$ cat src/rtl/alu_decode_issue.sv
// ---------------------------------------------------------------------------
// alu_decode_issue
//
// Decodes RV32I ALU instructions (OP, OP-IMM, LUI) into a flat ALU command
// and issues it through a two-entry skid buffer: an output register (oreg)
// that drives the command ports and a skid register (sreg) that catches one
// extra word when the ALU stage stalls. instr_ready is registered, so the
// upstream combinational path never depends on out_ready.
//
// Ports
//   clk          rising-edge clock
//   rst_n        asynchronous active-low reset
//   instr_valid  upstream instruction word valid
//   instr        RV32I instruction word
//   instr_ready  block can accept instr this cycle (registered)
//   flush        synchronous discard of both buffered entries
//   out_valid    decoded ALU command valid
//   out_ready    ALU stage accepts the command
//   func3        ALU operation select
//   sub          subtract / arithmetic-shift select
//   alu_en       ALU result enable (low for illegal entries)
//   use_imm      second operand is imm rather than rs2
//   imm          decoded immediate
//   rs1_addr, rs2_addr, rd_addr  register indices
//   illegal      entry is not a supported ALU instruction
//   illegal_cnt  saturating count of illegal entries issued
// ---------------------------------------------------------------------------
module alu_decode_issue (
  input  logic        clk,
  input  logic        rst_n,
  input  logic        instr_valid,
  input  logic [31:0] instr,
  output logic        instr_ready,
  input  logic        flush,
  output logic        out_valid,
  input  logic        out_ready,
  output logic [2:0]  func3,
  output logic        sub,
  output logic        alu_en,
  output logic        use_imm,
  output logic [31:0] imm,
  output logic [4:0]  rs1_addr,
  output logic [4:0]  rs2_addr,
  output logic [4:0]  rd_addr,
  output logic        illegal,
  output logic [15:0] illegal_cnt
);

  localparam logic [6:0] OPC_OP     = 7'b0110011;
  localparam logic [6:0] OPC_OP_IMM = 7'b0010011;
  localparam logic [6:0] OPC_LUI    = 7'b0110111;

  localparam logic [6:0] F7_ZERO = 7'b0000000;
  localparam logic [6:0] F7_ALT  = 7'b0100000;

  localparam logic [2:0] F3_ADD = 3'b000;
  localparam logic [2:0] F3_SLL = 3'b001;
  localparam logic [2:0] F3_SR  = 3'b101;

  // One buffered ALU command; the same layout is used for both entries.
  typedef struct packed {
    logic [2:0]  func3;
    logic        sub;
    logic        alu_en;
    logic        use_imm;
    logic [31:0] imm;
    logic [4:0]  rs1_addr;
    logic [4:0]  rs2_addr;
    logic [4:0]  rd_addr;
    logic        illegal;
  } cmd_t;

  // -------------------------------------------------------------------------
  // Combinational decode of the incoming word
  // -------------------------------------------------------------------------
  logic [6:0] opcode;
  logic [2:0] funct3;
  logic [6:0] funct7;
  logic       legal;
  cmd_t       dec;

  assign opcode = instr[6:0];
  assign funct3 = instr[14:12];
  assign funct7 = instr[31:25];

  always_comb begin
    dec          = '0;
    legal        = 1'b0;
    dec.rs1_addr = instr[19:15];
    dec.rs2_addr = instr[24:20];
    dec.rd_addr  = instr[11:7];

    case (opcode)
      OPC_OP: begin
        dec.func3 = funct3;
        dec.sub   = instr[30];
        // The alternate funct7 only exists for SUB and SRA.
        legal = (funct7 == F7_ZERO) ||
                ((funct7 == F7_ALT) && ((funct3 == F3_ADD) || (funct3 == F3_SR)));
      end

      OPC_OP_IMM: begin
        dec.func3    = funct3;
        dec.use_imm  = 1'b1;
        dec.rs2_addr = 5'd0;
        case (funct3)
          F3_SLL: begin
            // Shift amount is an unsigned 5-bit field; upper bits must be zero.
            dec.imm = {27'd0, instr[24:20]};
            legal   = (funct7 == F7_ZERO);
          end
          F3_SR: begin
            // instr[30] distinguishes SRAI from SRLI.
            dec.imm = {27'd0, instr[24:20]};
            dec.sub = instr[30];
            legal   = (funct7 == F7_ZERO) || (funct7 == F7_ALT);
          end
          default: begin
            dec.imm = {{20{instr[31]}}, instr[31:20]};
            legal   = 1'b1;
          end
        endcase
      end

      OPC_LUI: begin
        // Executed as 0 + imm, so rs1 is forced to x0.
        dec.func3    = F3_ADD;
        dec.use_imm  = 1'b1;
        dec.rs1_addr = 5'd0;
        dec.rs2_addr = 5'd0;
        dec.imm      = {instr[31:12], 12'd0};
        legal        = 1'b1;
      end

      default: begin
        legal = 1'b0;
      end
    endcase

    // An illegal entry must not write back anything meaningful.
    if (legal) begin
      dec.alu_en  = 1'b1;
      dec.illegal = 1'b0;
    end else begin
      dec.alu_en  = 1'b0;
      dec.illegal = 1'b1;
      dec.func3   = 3'd0;
      dec.sub     = 1'b0;
      dec.imm     = 32'd0;
      dec.rd_addr = 5'd0;
    end
  end

  // -------------------------------------------------------------------------
  // Two-entry skid buffer
  // -------------------------------------------------------------------------
  cmd_t        oreg_reg,  oreg_next;
  cmd_t        sreg_reg,  sreg_next;
  logic        oreg_valid_reg, oreg_valid_next;
  logic        sreg_valid_reg, sreg_valid_next;
  logic        ready_reg, ready_next;
  logic [15:0] cnt_reg,   cnt_next;

  logic take_in;    // transfer-in this cycle
  logic drain;      // transfer-out this cycle
  logic oreg_free;  // oreg may be (re)loaded at the next edge

  assign take_in   = instr_valid & ready_reg;
  assign drain     = oreg_valid_reg & out_ready;
  assign oreg_free = ~oreg_valid_reg | out_ready;

  always_comb begin
    oreg_next       = oreg_reg;
    sreg_next       = sreg_reg;
    oreg_valid_next = oreg_valid_reg;
    sreg_valid_next = sreg_valid_reg;
    cnt_next        = cnt_reg;

    if (flush) begin
      // Payload is left as-is; it is meaningless once the valids drop.
      oreg_valid_next = 1'b0;
      sreg_valid_next = 1'b0;
    end else begin
      if (oreg_free) begin
        if (sreg_valid_reg) begin
          // Older skid entry goes first. ready_reg is low while sreg is
          // occupied, so no new word can arrive in the same cycle.
          oreg_next       = sreg_reg;
          oreg_valid_next = 1'b1;
          sreg_valid_next = 1'b0;
        end else if (take_in) begin
          oreg_next       = dec;
          oreg_valid_next = 1'b1;
        end else begin
          oreg_valid_next = 1'b0;
        end
      end else if (take_in) begin
        // oreg is stalled: park the new word; oreg stays untouched.
        sreg_next       = dec;
        sreg_valid_next = 1'b1;
      end

      if (drain && oreg_reg.illegal && (cnt_reg != 16'hFFFF)) begin
        cnt_next = cnt_reg + 16'd1;
      end
    end
  end

  // Ready is computed from the next skid state so it is already low in the
  // cycle after a word lands in sreg.
  assign ready_next = ~sreg_valid_next;

  always_ff @(posedge clk or negedge rst_n) begin
    if (!rst_n) begin
      oreg_reg       <= '0;
      sreg_reg       <= '0;
      oreg_valid_reg <= 1'b0;
      sreg_valid_reg <= 1'b0;
      ready_reg      <= 1'b1;
      cnt_reg        <= 16'd0;
    end else begin
      oreg_reg       <= oreg_next;
      sreg_reg       <= sreg_next;
      oreg_valid_reg <= oreg_valid_next;
      sreg_valid_reg <= sreg_valid_next;
      ready_reg      <= ready_next;
      cnt_reg        <= cnt_next;
    end
  end

  // -------------------------------------------------------------------------
  // Outputs straight from registers
  // -------------------------------------------------------------------------
  assign instr_ready = ready_reg;
  assign out_valid   = oreg_valid_reg;
  assign func3       = oreg_reg.func3;
  assign sub         = oreg_reg.sub;
  assign alu_en      = oreg_reg.alu_en;
  assign use_imm     = oreg_reg.use_imm;
  assign imm         = oreg_reg.imm;
  assign rs1_addr    = oreg_reg.rs1_addr;
  assign rs2_addr    = oreg_reg.rs2_addr;
  assign rd_addr     = oreg_reg.rd_addr;
  assign illegal     = oreg_reg.illegal;
  assign illegal_cnt = cnt_reg;

endmodule

$ cat config.mk
export PLATFORM = sky130hd
export DESIGN_NAME = alu_decode_issue
export DESIGN_NICKNAME = d
export VERILOG_FILES = /design/src/rtl/alu_decode_issue.sv
export SDC_FILE = /design/constraint.sdc
export NUM_CORES = 1
export LEC_CHECK = 0
export BUFFER_PORTS_ARGS = -buffer_cell sky130_fd_sc_hd__clkbuf_2
export CAP_MARGIN = 5
export CORE_ASPECT_RATIO = 0.75
export CORE_UTILIZATION = 35
export DETAILED_ROUTE_END_ITERATION = 7
export PLACE_DENSITY = 0.66
export RECOVER_POWER = 25
export SETUP_SLACK_MARGIN = 0.02
export SKIP_CTS_REPAIR_TIMING = 1
export SLEW_MARGIN = 20
export SYNTH_ARGS = -nofsm -noshare
export SYNTH_HDL_FRONTEND = slang
export SYNTH_SLANG_ARGS = --single-unit
$ cat constraint.sdc
create_clock -name clk -period 5.2 [get_ports clk]
set_clock_uncertainty 0.05 [all_clocks]
set_input_delay 0.78 -clock clk [delete_from_list [all_inputs] [get_ports clk]]
set_output_delay 0.78 -clock clk [all_outputs]
set_load 0.03 [all_outputs]
==> out/results.ini <==
[routing]
post_drt_wl_per_cell_um=16.6
drt_wl_total_um=14900
drcViolationCount=0
drt_iter0_drc=408
via_per_inst=5.26
ant_nets=0
drtPass1Iterations=5
vias=4719

[worst_hold_path]
hold_end=imm[10]
hold_path_depth=1
hold_class=flop to flop
min_from=imm[10]

[global_route]
grt_first_pass_wirelength_um=23900
grt_overflow=0
antenna_found_initial=0
grt_max_degree=60
grt_pass1_vias=4482
met3_usage=0.0492
use_met2=0.285
grt_busiest_layer=met2
grt_usage=0.190
met1_usage=0.262

[die]
die_w_um=148
design.die.area_mm2=0.0165
rows=39
chipHeight_um=111
core_mm2=0.0154
start_util=0.363
ios=109

[critical_path]
worst_path_largest_cell_delay_ns=2.17
reg2reg_to=illegal
crit_slowest_cell=clkbuf_1
critPathBufInv=2
crit_family=buffers and inverters
startpoint_type=input port
r2r_cells=4
r2r_slack_ns=2.28
cp.arrival_ns=3.70
worstSetupPathType=input port to async pin
cp_max_fo=59
required_ns=5.66
crit_path_end_kind=async pin
crit_chain=clkbuf_1, buf_4
r2r-start=instr_ready

[layout]
fill_cells=1511
fin_cells=897
drive_gt1_frac=0.224
nets=717
area_growth_pct=23.7
antenna_cells=0
largest_register_ffs=54

[yosys]
ys_seq_elements=127
syn_area_mm2=0.00559
synth_edf_count=0
synthCells=582
avgSynthCellArea_um2=9.61
synth_nets=620
synth_seq_area_share=0.569
async_flop_share=1.00
yosys_warnings=0
ys_types=46
ys.flop_type=dfrtp_1

[clocking]
clk_latency_ns=0.42
clk_path_buf_depth=2
h-tree-depth=4
root_buffer=clkbuf_16
cts_tree=done
numCtsBuffers=17
cts.sinks=127
cts.clk_slew.worst_paths_ns=0.05

[timing]
setup_viol=0
hold_viol_final=0
fin_crit_sh=0.622
min_period_ns=3.23
fmax_mhz=309
timing.hold.ws_ns=0.436
slew_headroom=-1.08
final_max_slew_viol_count=60
rsz0062_at_grt=no
tightest_slew_ns=3.12
setup_tns_ns=0

[placed_design]
numPortBuffers=108
placed_cells=865
hpwl_um=10200
gp_congestion=0.839

[power_and_ir_drop]
p_leak_nw=3.18
finalPower_mw=2.76
power.density_mw_per_mm2=399
ir_drop_mv=0.226

[flow_run]
drv_cap=1

[run_status]
outcome=finished with violations
violations=capacitance limit, slew limit

## cells in the mapped netlist, drive strengths merged (2+ instances only)
| cell | n | area share |
|---|---|---|
| a31o | 5 | 0.0078 |
| nor4 | 3 | 0.0060 |
| nand4 | 5 | 0.0056 |
| buf | 7 | 0.0056 |
| inv | 5 | 0.0034 |
| o21ai | 86 | 0.077 |
| o21a | 18 | 0.024 |
| xor2 | 5 | 0.0078 |
| nand3b | 2 | 0.0027 |
| a21o | 4 | 0.0054 |
| nand3 | 16 | 0.014 |
| a22o | 9 | 0.014 |
| nand2b | 3 | 0.0034 |
| xnor2 | 10 | 0.016 |
| clkbuf | 30 | 0.020 |
| a21oi | 66 | 0.059 |
| a32o | 5 | 0.0090 |
| nor2b | 4 | 0.0045 |
| nor2 | 42 | 0.028 |
| dfrtp | 126 | 0.56 |
| nor3 | 6 | 0.0054 |
| and3 | 8 | 0.0090 |
| a211oi | 2 | 0.0027 |
| or2 | 4 | 0.0045 |
| or3 | 3 | 0.0034 |
| nand2 | 87 | 0.058 |
| or4 | 2 | 0.0034 |
| a221o | 6 | 0.011 |
## per-stage QoR
stage / area, µm² / util / setup WS, ns
6_report: 6920 / 0.449 / 1.97
5_1_grt: 6920 / 0.449 / 1.36
4_1_cts: 6920 / 0.449 / 2.29
3_5_place_dp: 6310 / 0.409 / 1.94
3_3_place_gp: 6310 / 0.409 / 1.97
2_1_floorplan: 5590 / - / 2.67
## metal layers
metal / up-vias / share of wire
met1: 2285 / 0.46
met5: - / 0
met4: 0 / 0.016
li1: 2251 / -
met2: 163 / 0.46
met3: 20 / 0.062
## power breakdown
part	internal (mW)	total, mW	leakage [nW]	switching [mW]
registers	1.10	1.17	1.65	0.0691
logic	0.121	0.384	1.24	0.264
clock network	0.764	1.21	0.292	0.446
total	1.98	2.76	3.18	0.779
## kinds of logic (layout without fill, tap and decap cells)
group,after synthesis,after routing,share of synthesized area
AOI/OAI and AO/OA,209,209,0.223
xor gates and xnor gates,15,15,0.0235
adders and majority gates,1,1,0.00224
buffers and inverters,42,152,0.0291
DFF,127,127,0.569
muxes,1,1,0.00201
and+or+nand+nor,187,187,0.151
## layout make-up
type / count / area, µm² / share of cell area
clock inverter: 14 / 168 / 0.0242
sequential: 127 / 3180 / 0.459
clock buffer: 18 / 439 / 0.0635
inverter: 5 / 18.8 / 0.00271
multi-input combinational: 413 / 2270 / 0.328
timing repair buffer: 115 / 589 / 0.0852
tap: 205 / 256 / 0.0371
## layout by cell type, fill, tap and decap left out, drive strengths merged, types with 6 or more instances in the layout
| master | count |
|---|---|
| dfrtp | 126 |
| clkbuf | 126 |
| nand2 | 87 |
| o21ai | 86 |
| a21oi | 66 |
| nor2 | 42 |
| o21a | 18 |
| nand3 | 16 |
| xnor2 | 10 |
| a22o | 9 |
| and3 | 8 |
| clkinv | 8 |
| buf | 7 |
| a221o | 6 |
| nor3 | 6 |
## worst max-delay path by stage
| stage | from | endpoint | slack (ns) | cells past startpoint |
|---|---|---|---|---|
| after floorplan | instr[25] | sub | 2.67 | 5 |
| after global placement | instr_valid | illegal | 1.97 | 5 |
| after detailed placement | instr_valid | illegal | 1.94 | 5 |
| after CTS | instr_ready | illegal | 2.29 | 4 |
| after global routing | rst_n | rd_addr[0] | 1.36 | 2 |
| final | rst_n | instr_ready | 1.97 | 2 |
No activity file was read; power rests on OpenSTA's default activity.
